<file path="src/rtl/game_pkg.sv">
// Shared game-level constants and types: screen geometry, pixel bus widths,
// colour codes and the box drawer's state encoding.
package game_pkg;

  localparam int SCREEN_W = 160;
  localparam int SCREEN_H = 120;

  localparam int X_W      = 8;
  localparam int Y_W      = 7;
  localparam int COLOUR_W = 3;

  localparam logic [COLOUR_W-1:0] COLOUR_BLACK = 3'b000;
  localparam logic [COLOUR_W-1:0] COLOUR_WHITE = 3'b111;

  // state    | meaning
  // BD_IDLE  | waiting for a game tick (or a tick collapsed while busy)
  // BD_ERASE | repainting the previous box position in background colour
  // BD_DRAW  | painting the box at the newly latched position
  // BD_DONE  | one-cycle completion pulse, current position becomes old
  typedef enum logic [1:0] {
    BD_IDLE  = 2'd0,
    BD_ERASE = 2'd1,
    BD_DRAW  = 2'd2,
    BD_DONE  = 2'd3
  } box_state_e;

endpackage

</file>
<file path="src/rtl/box_pixel_counter.sv">
// Raster scan counters for a BOX_SIZE x BOX_SIZE sprite: dx is the inner
// (column) counter, dy the outer (row) counter. Wraps to 0,0 after the
// last pixel so back-to-back scans need no explicit clear.
module box_pixel_counter #(
  parameter int BOX_SIZE = 4,
  parameter int CNT_W    = 2
) (
  input  logic             clk,
  input  logic             reset,
  input  logic             clear,
  input  logic             advance,
  output logic [CNT_W-1:0] dx,
  output logic [CNT_W-1:0] dy,
  output logic             last
);

  localparam logic [CNT_W-1:0] MAX_IDX = CNT_W'(BOX_SIZE - 1);

  logic [CNT_W-1:0] dx_q, dx_d;
  logic [CNT_W-1:0] dy_q, dy_d;

  // next raster position: column first, row on column wrap
  always_comb begin
    dx_d = dx_q;
    dy_d = dy_q;
    if (clear) begin
      dx_d = '0;
      dy_d = '0;
    end else if (advance) begin
      if (dx_q == MAX_IDX) begin
        dx_d = '0;
        dy_d = (dy_q == MAX_IDX) ? '0 : dy_q + 1'b1;
      end else begin
        dx_d = dx_q + 1'b1;
      end
    end
  end

  // counter registers
  always_ff @(posedge clk) begin
    if (reset) begin
      dx_q <= '0;
      dy_q <= '0;
    end else begin
      dx_q <= dx_d;
      dy_q <= dy_d;
    end
  end

  assign dx   = dx_q;
  assign dy   = dy_q;
  assign last = (dx_q == MAX_IDX) && (dy_q == MAX_IDX);

endmodule

</file>
<file path="src/rtl/box_drawer.sv">
// Redraws the player box once per game tick: erase the old position in the
// background colour, then draw the new one, one pixel per clock, driving the
// VGA adapter's plot interface. Rows below the screen are scanned but not
// plotted so every redraw takes the same number of cycles.
module box_drawer
  import game_pkg::*;
#(
  parameter int                  BOX_X      = 20,
  parameter int                  BOX_SIZE   = 4,
  parameter logic [COLOUR_W-1:0] BOX_COLOUR = COLOUR_WHITE,
  parameter logic [COLOUR_W-1:0] BG_COLOUR  = COLOUR_BLACK
) (
  input  logic                clk,
  input  logic                reset,
  input  logic                game_tick,
  input  logic [Y_W-1:0]      y_coordinate,
  output logic [X_W-1:0]      x_out,
  output logic [Y_W-1:0]      y_out,
  output logic [COLOUR_W-1:0] colour,
  output logic                plot,
  output logic                busy,
  output logic                frame_done
);

  localparam int CNT_W = (BOX_SIZE > 1) ? $clog2(BOX_SIZE) : 1;

  box_state_e     state_q, state_d;
  logic [Y_W-1:0] new_y_q, new_y_d;
  logic [Y_W-1:0] old_y_q, old_y_d;
  logic           old_valid_q, old_valid_d;
  logic           pending_q, pending_d;

  logic             cnt_clear;
  logic             cnt_advance;
  logic [CNT_W-1:0] dx;
  logic [CNT_W-1:0] dy;
  logic             cnt_last;

  logic             scanning;
  logic [Y_W-1:0]   base_y;
  logic [Y_W:0]     row_sum;

  box_pixel_counter #(
    .BOX_SIZE (BOX_SIZE),
    .CNT_W    (CNT_W)
  ) u_pixel_counter (
    .clk     (clk),
    .reset   (reset),
    .clear   (cnt_clear),
    .advance (cnt_advance),
    .dx      (dx),
    .dy      (dy),
    .last    (cnt_last)
  );

  // next-state, latches and counter control
  always_comb begin
    state_d     = state_q;
    new_y_d     = new_y_q;
    old_y_d     = old_y_q;
    old_valid_d = old_valid_q;
    pending_d   = pending_q;
    cnt_clear   = 1'b0;
    cnt_advance = 1'b0;

    // ticks arriving mid-redraw collapse into a single follow-up frame
    if (game_tick && (state_q != BD_IDLE)) begin
      pending_d = 1'b1;
    end

    case (state_q)
      BD_IDLE: begin
        if (game_tick || pending_q) begin
          new_y_d   = y_coordinate;
          pending_d = 1'b0;
          cnt_clear = 1'b1;
          state_d   = old_valid_q ? BD_ERASE : BD_DRAW;
        end
      end
      BD_ERASE: begin
        cnt_advance = 1'b1;
        if (cnt_last) begin
          state_d = BD_DRAW;
        end
      end
      BD_DRAW: begin
        cnt_advance = 1'b1;
        if (cnt_last) begin
          state_d = BD_DONE;
        end
      end
      BD_DONE: begin
        old_y_d     = new_y_q;
        old_valid_d = 1'b1;
        state_d     = BD_IDLE;
      end
      default: begin
        state_d = BD_IDLE;
      end
    endcase
  end

  // state and position registers
  always_ff @(posedge clk) begin
    if (reset) begin
      state_q     <= BD_IDLE;
      new_y_q     <= '0;
      old_y_q     <= '0;
      old_valid_q <= 1'b0;
      pending_q   <= 1'b0;
    end else begin
      state_q     <= state_d;
      new_y_q     <= new_y_d;
      old_y_q     <= old_y_d;
      old_valid_q <= old_valid_d;
      pending_q   <= pending_d;
    end
  end

  // Moore pixel decode; row sum is one bit wider so off-screen rows are visible
  always_comb begin
    scanning   = (state_q == BD_ERASE) || (state_q == BD_DRAW);
    base_y     = (state_q == BD_ERASE) ? old_y_q : new_y_q;
    row_sum    = {1'b0, base_y} + (Y_W + 1)'(dy);
    x_out      = X_W'(BOX_X);
    y_out      = '0;
    colour     = BG_COLOUR;
    plot       = 1'b0;
    busy       = (state_q != BD_IDLE);
    frame_done = (state_q == BD_DONE);
    if (scanning) begin
      x_out  = X_W'(BOX_X) + X_W'(dx);
      y_out  = row_sum[Y_W-1:0];
      colour = (state_q == BD_DRAW) ? BOX_COLOUR : BG_COLOUR;
      plot   = (row_sum < (Y_W + 1)'(SCREEN_H));
    end
  end

endmodule

</file>
<file path="config.mk">
export PLATFORM = sky130hd
export DESIGN_NAME = box_drawer
export DESIGN_NICKNAME = d
export VERILOG_FILES = /design/src/rtl/game_pkg.sv /design/src/rtl/box_pixel_counter.sv /design/src/rtl/box_drawer.sv
export SDC_FILE = /design/constraint.sdc
export NUM_CORES = 1
export LEC_CHECK = 0
export ABC_AREA = 1
export ABC_CLOCK_PERIOD_IN_PS = 2400
export CAP_MARGIN = 20
export CORE_MARGIN = 2
export CORE_UTILIZATION = 40
export CTS_BUF_LIST = sky130_fd_sc_hd__clkbuf_8 sky130_fd_sc_hd__clkbuf_16
export CTS_CLUSTER_SIZE = 28
export DETAILED_ROUTE_END_ITERATION = 7
export GPL_TIMING_DRIVEN = 0
export PLACE_DENSITY = 0.72
export SYNTH_ARGS = -nofsm -noshare
export SYNTH_HDL_FRONTEND = slang
export SYNTH_HIERARCHICAL = 1
export SYNTH_SLANG_ARGS = --single-unit
</file>
<file path="constraint.sdc">
create_clock -name clk -period 2.4 [get_ports clk]
set_input_delay 0.48 -clock clk [delete_from_list [all_inputs] [get_ports clk]]
set_output_delay 0.48 -clock clk [all_outputs]
set_load 0.1 [all_outputs]
</file>
==> results.ini <==
[placed_design]
dp_cells = 279
globalplace.congestion = 0.804
io_buffer_count = 24
hpwl_um = 2280
place_area_um2 = 1780

[sta]
post-route-min-period_ps = 2720
max_freq_ghz = 0.368
finalCritPeriodShare_pct = 113
setup_viol = 7
skew_ps = 3.04
whs_ps = 474
rsz0062_at_grt = true
finalHoldViolCount = 0
setup_ws_ps = -315
maxSlewViolCount = 0
slew_headroom_pct = 63.5
tightest_slew_ps = 550

[global_routing]
grt_first_pass_wirelength_um = 5270
grt_overflow = 0
antenna_found_initial = 0
grt_max_degree = 14
grt_pass1_vias = 1219
grt.total_usage_pct = 16.8

[pwr]
clock_power_share_pct = 10.4
switching_share_pct = 55.2
p_leak_uw = 0.000868
internal_power_uw = 1120
power_density_nw_per_um2 = 1240
p_seq_share_pct = 20.4
power_uw = 2500
switchingPower_uw = 1380
irDropWorstVdd_uv = 798
comb_power_share_pct = 69.2

[floorplan]
die_h_um = 62.6
pin_count = 31
core_area_um2 = 3310
fp.dieW_um = 62.6
rows = 21
start_util_pct = 41.5
die_area_um2 = 3920

[logic_synthesis]
async_reset_ff_share_pct = 0
ys.flop_type = dfxtp_1
synth_area_per_cell_um2 = 6.70
yosysWarnings = 6
synth_edf_count = 0
seq_area_frac_synth_pct = 32.1
synth_area_um2 = 1370
synth_seq_cells = 22
netlist_instances = 205
synth_cell_types = 26

[cells_and_area]
drive_gt1_share_pct = 32.2
final_core_util_pct = 61.0
stdcell_count = 291
final_nets = 265
syn_to_final_growth_pct = 46.9
num_antenna_cells = 0
fin_area_um2 = 2020

[job]
maxCapViolCount = 0

[clock_tree]
cts_tree = done
cts_root_buffer = clkbuf_8
ctsHoldBuffers = 0
clock_latency_ps = 260
clkTransAtPathRegs_ps = 80
htreeDepth = 1
cts_buffers = 3
cts_buffer_depth = 2
cts_sinks = 22

[min_path]
min_to = old_y_q[1]$_SDFFE_PP0P_
min_from = old_y_q[1]$_SDFFE_PP0P_
min_delay_path_depth = 2
worstHoldPathType = flop to flop

[routing]
routedLengthMet1_um = 1370
wl_met2_um = 1680
drc = 0
vias = 1337
dr.pass1.iters = 4
drt_wl_total_um = 3130
viasPerCell = 4.59
drtAntennaViolNets = 0
met3RoutedLength_um = 57
highest_layer = met4
first_iter_violations = 46
wl_per_cell_um = 10.8

[critical_path]
worst-path-buf-inv = 3
cpPeakStageDelay_ps = 360
cp-start-kind = flop
path_max_fanout = 4
worstSetupPathType = flop to output pin
cpLargestDelayFamily = adder cells
cp_slowest_cell = fa_2
ff2ff_path_depth = 7
reg2reg_slack_ps = 650
cp_common_cell = nand2_2
crit_arrival_ps = 2240
reg2reg_to = state_q[1]$_SDFFE_PP0P_
r2r-start = state_q[1]$_SDFFE_PP0P_
crit_required_ps = 1920
cp-end-kind = output pin
crit_chain = inv_2, ha_4, buf_6, nand2_2, nand2_2, ha_4, fa_2, nand3_1, nand2_1, nand2_2, nor2_4, a21oi_4, buf_12

[run_status]
violations = setup timing
status = finished, violations left

-- cell usage in the layout (no fill, tap or decap), types with 3 or more instances in the layout --
cell type        netlist  layout
nand2_1               57      46
nor2_1                30      25
inv_1                 27      24
dfxtp_1               22      20
buf_4                  9      17
nand2_2                4      14
a211oi_1              11      11
clkdlybuf4s50_1        0       9
nor2_4                 1       7
buf_12                 0       7
conb_1                 2       6
nand3_1                7       5
a21oi_1                7       5
ha_1                   8       5
clkbuf_8               0       4
a21oi_4                0       3
clkbuf_1               3       3
o21ai_0                3       3
clkbuf_2               0       3
-- synth_stat cells (2+ instances only) --
cell	number	area share [%]
nand2_1	57	16
nor2_1	30	8.2
inv_1	27	7.4
dfxtp_1	22	32
a211oi_1	11	6.0
buf_4	9	4.9
ha_1	8	7.3
a21oi_1	7	2.5
nand3_1	7	2.5
nand2_2	4	1.8
clkbuf_1	3	0.82
o21ai_0	3	1.1
a21oi_2	2	1.3
conb_1	2	0.55
nor2_2	2	0.91
-- flip-flops by register name, summed over array words and instances, names as in the netlist --
signal / cells
old_valid_q: 1
u_pixel_counter/dy: 2
u_pixel_counter/dx: 2
pending_q: 1
new_y_q: 7
state_q: 2
old_y_q: 7
-- area by class of cell --
type	count	area (um^2)
plain buffers	13	90.1
multi-input cells	146	913
well taps	46	57.6
inverters	28	111
repair buffers	32	345
fillers	326	1290
clock buffers	4	55.1
flip-flops and latches	22	445
-- power groups by stage --
stage / logic, uW / registers [uW] / clock network [uW]
after floorplan: 1270 / 507 / 0
after global placement: 1540 / 516 / 0
after detailed placement: 1560 / 518 / 0
after CTS: 1700 / 509 / 269
after global routing: 1860 / 521 / 286
final: 1730 / 510 / 259
-- logic make-up after synthesis --
logic type	Yosys count	share of synthesized area (%)
xor+xnor	1	0.638
fa+ha+maj	9	8.74
buf+inv	41	14.2
simple gates	103	30.8
other cells	2	0.547
compound gates	27	13.0
flops	22	32.1
-- worst register-to-register path, cell delays in order, from the launching register on --
cell and delay [ps]:
dfxtp_2 340, inv_2 50, buf_4 120, ha_2 470, inv_1 270, o21ai_0 220, nand2_1 80, a21oi_2 120
-- how the worst max path moves through the flow --
stage,startpoint,to,slack [ps],depth (start not counted)
2_1_floorplan,state_q[1]$_SDFFE_PP0P_,y_out[6],-250,12
3_3_place_gp,state_q[1]$_SDFFE_PP0P_,y_out[6],-1070,13
3_5_place_dp,state_q[1]$_SDFFE_PP0P_,y_out[6],-1080,13
4_1_cts,state_q[1]$_SDFFE_PP0P_,y_out[6],-320,13
5_1_grt,state_q[1]$_SDFFE_PP0P_,plot,-410,14
6_report,state_q[1]$_SDFFE_PP0P_,plot,-320,13
-- what timing repair did --
action / in CTS / in global routing
pin swaps: 10 / 7
cloned: 0 / 0
gates resized for setup: 100 / 14
setup buffers: 5 / 3
setup endpoints to repair: 15 / 12
hold endpoints to repair: 0 / 0
-- layer usage --
metal / global-route usage, % / vias up
met5: 0 / -
met4: 5.83 / 0
met3: 1.08 / 2
met2: 30.6 / 20
met1: 20.7 / 609
li1: - / 706
-- stage by stage --
stage / setup TNS (ps) / setup WS (ps)
2_1_floorplan: -805 / -254
3_3_place_gp: -7670 / -1070
3_5_place_dp: -7850 / -1080
4_1_cts: -1650 / -325
5_1_grt: -2300 / -408
6_report: -1550 / -315
(Power assumes the default switching activity.)
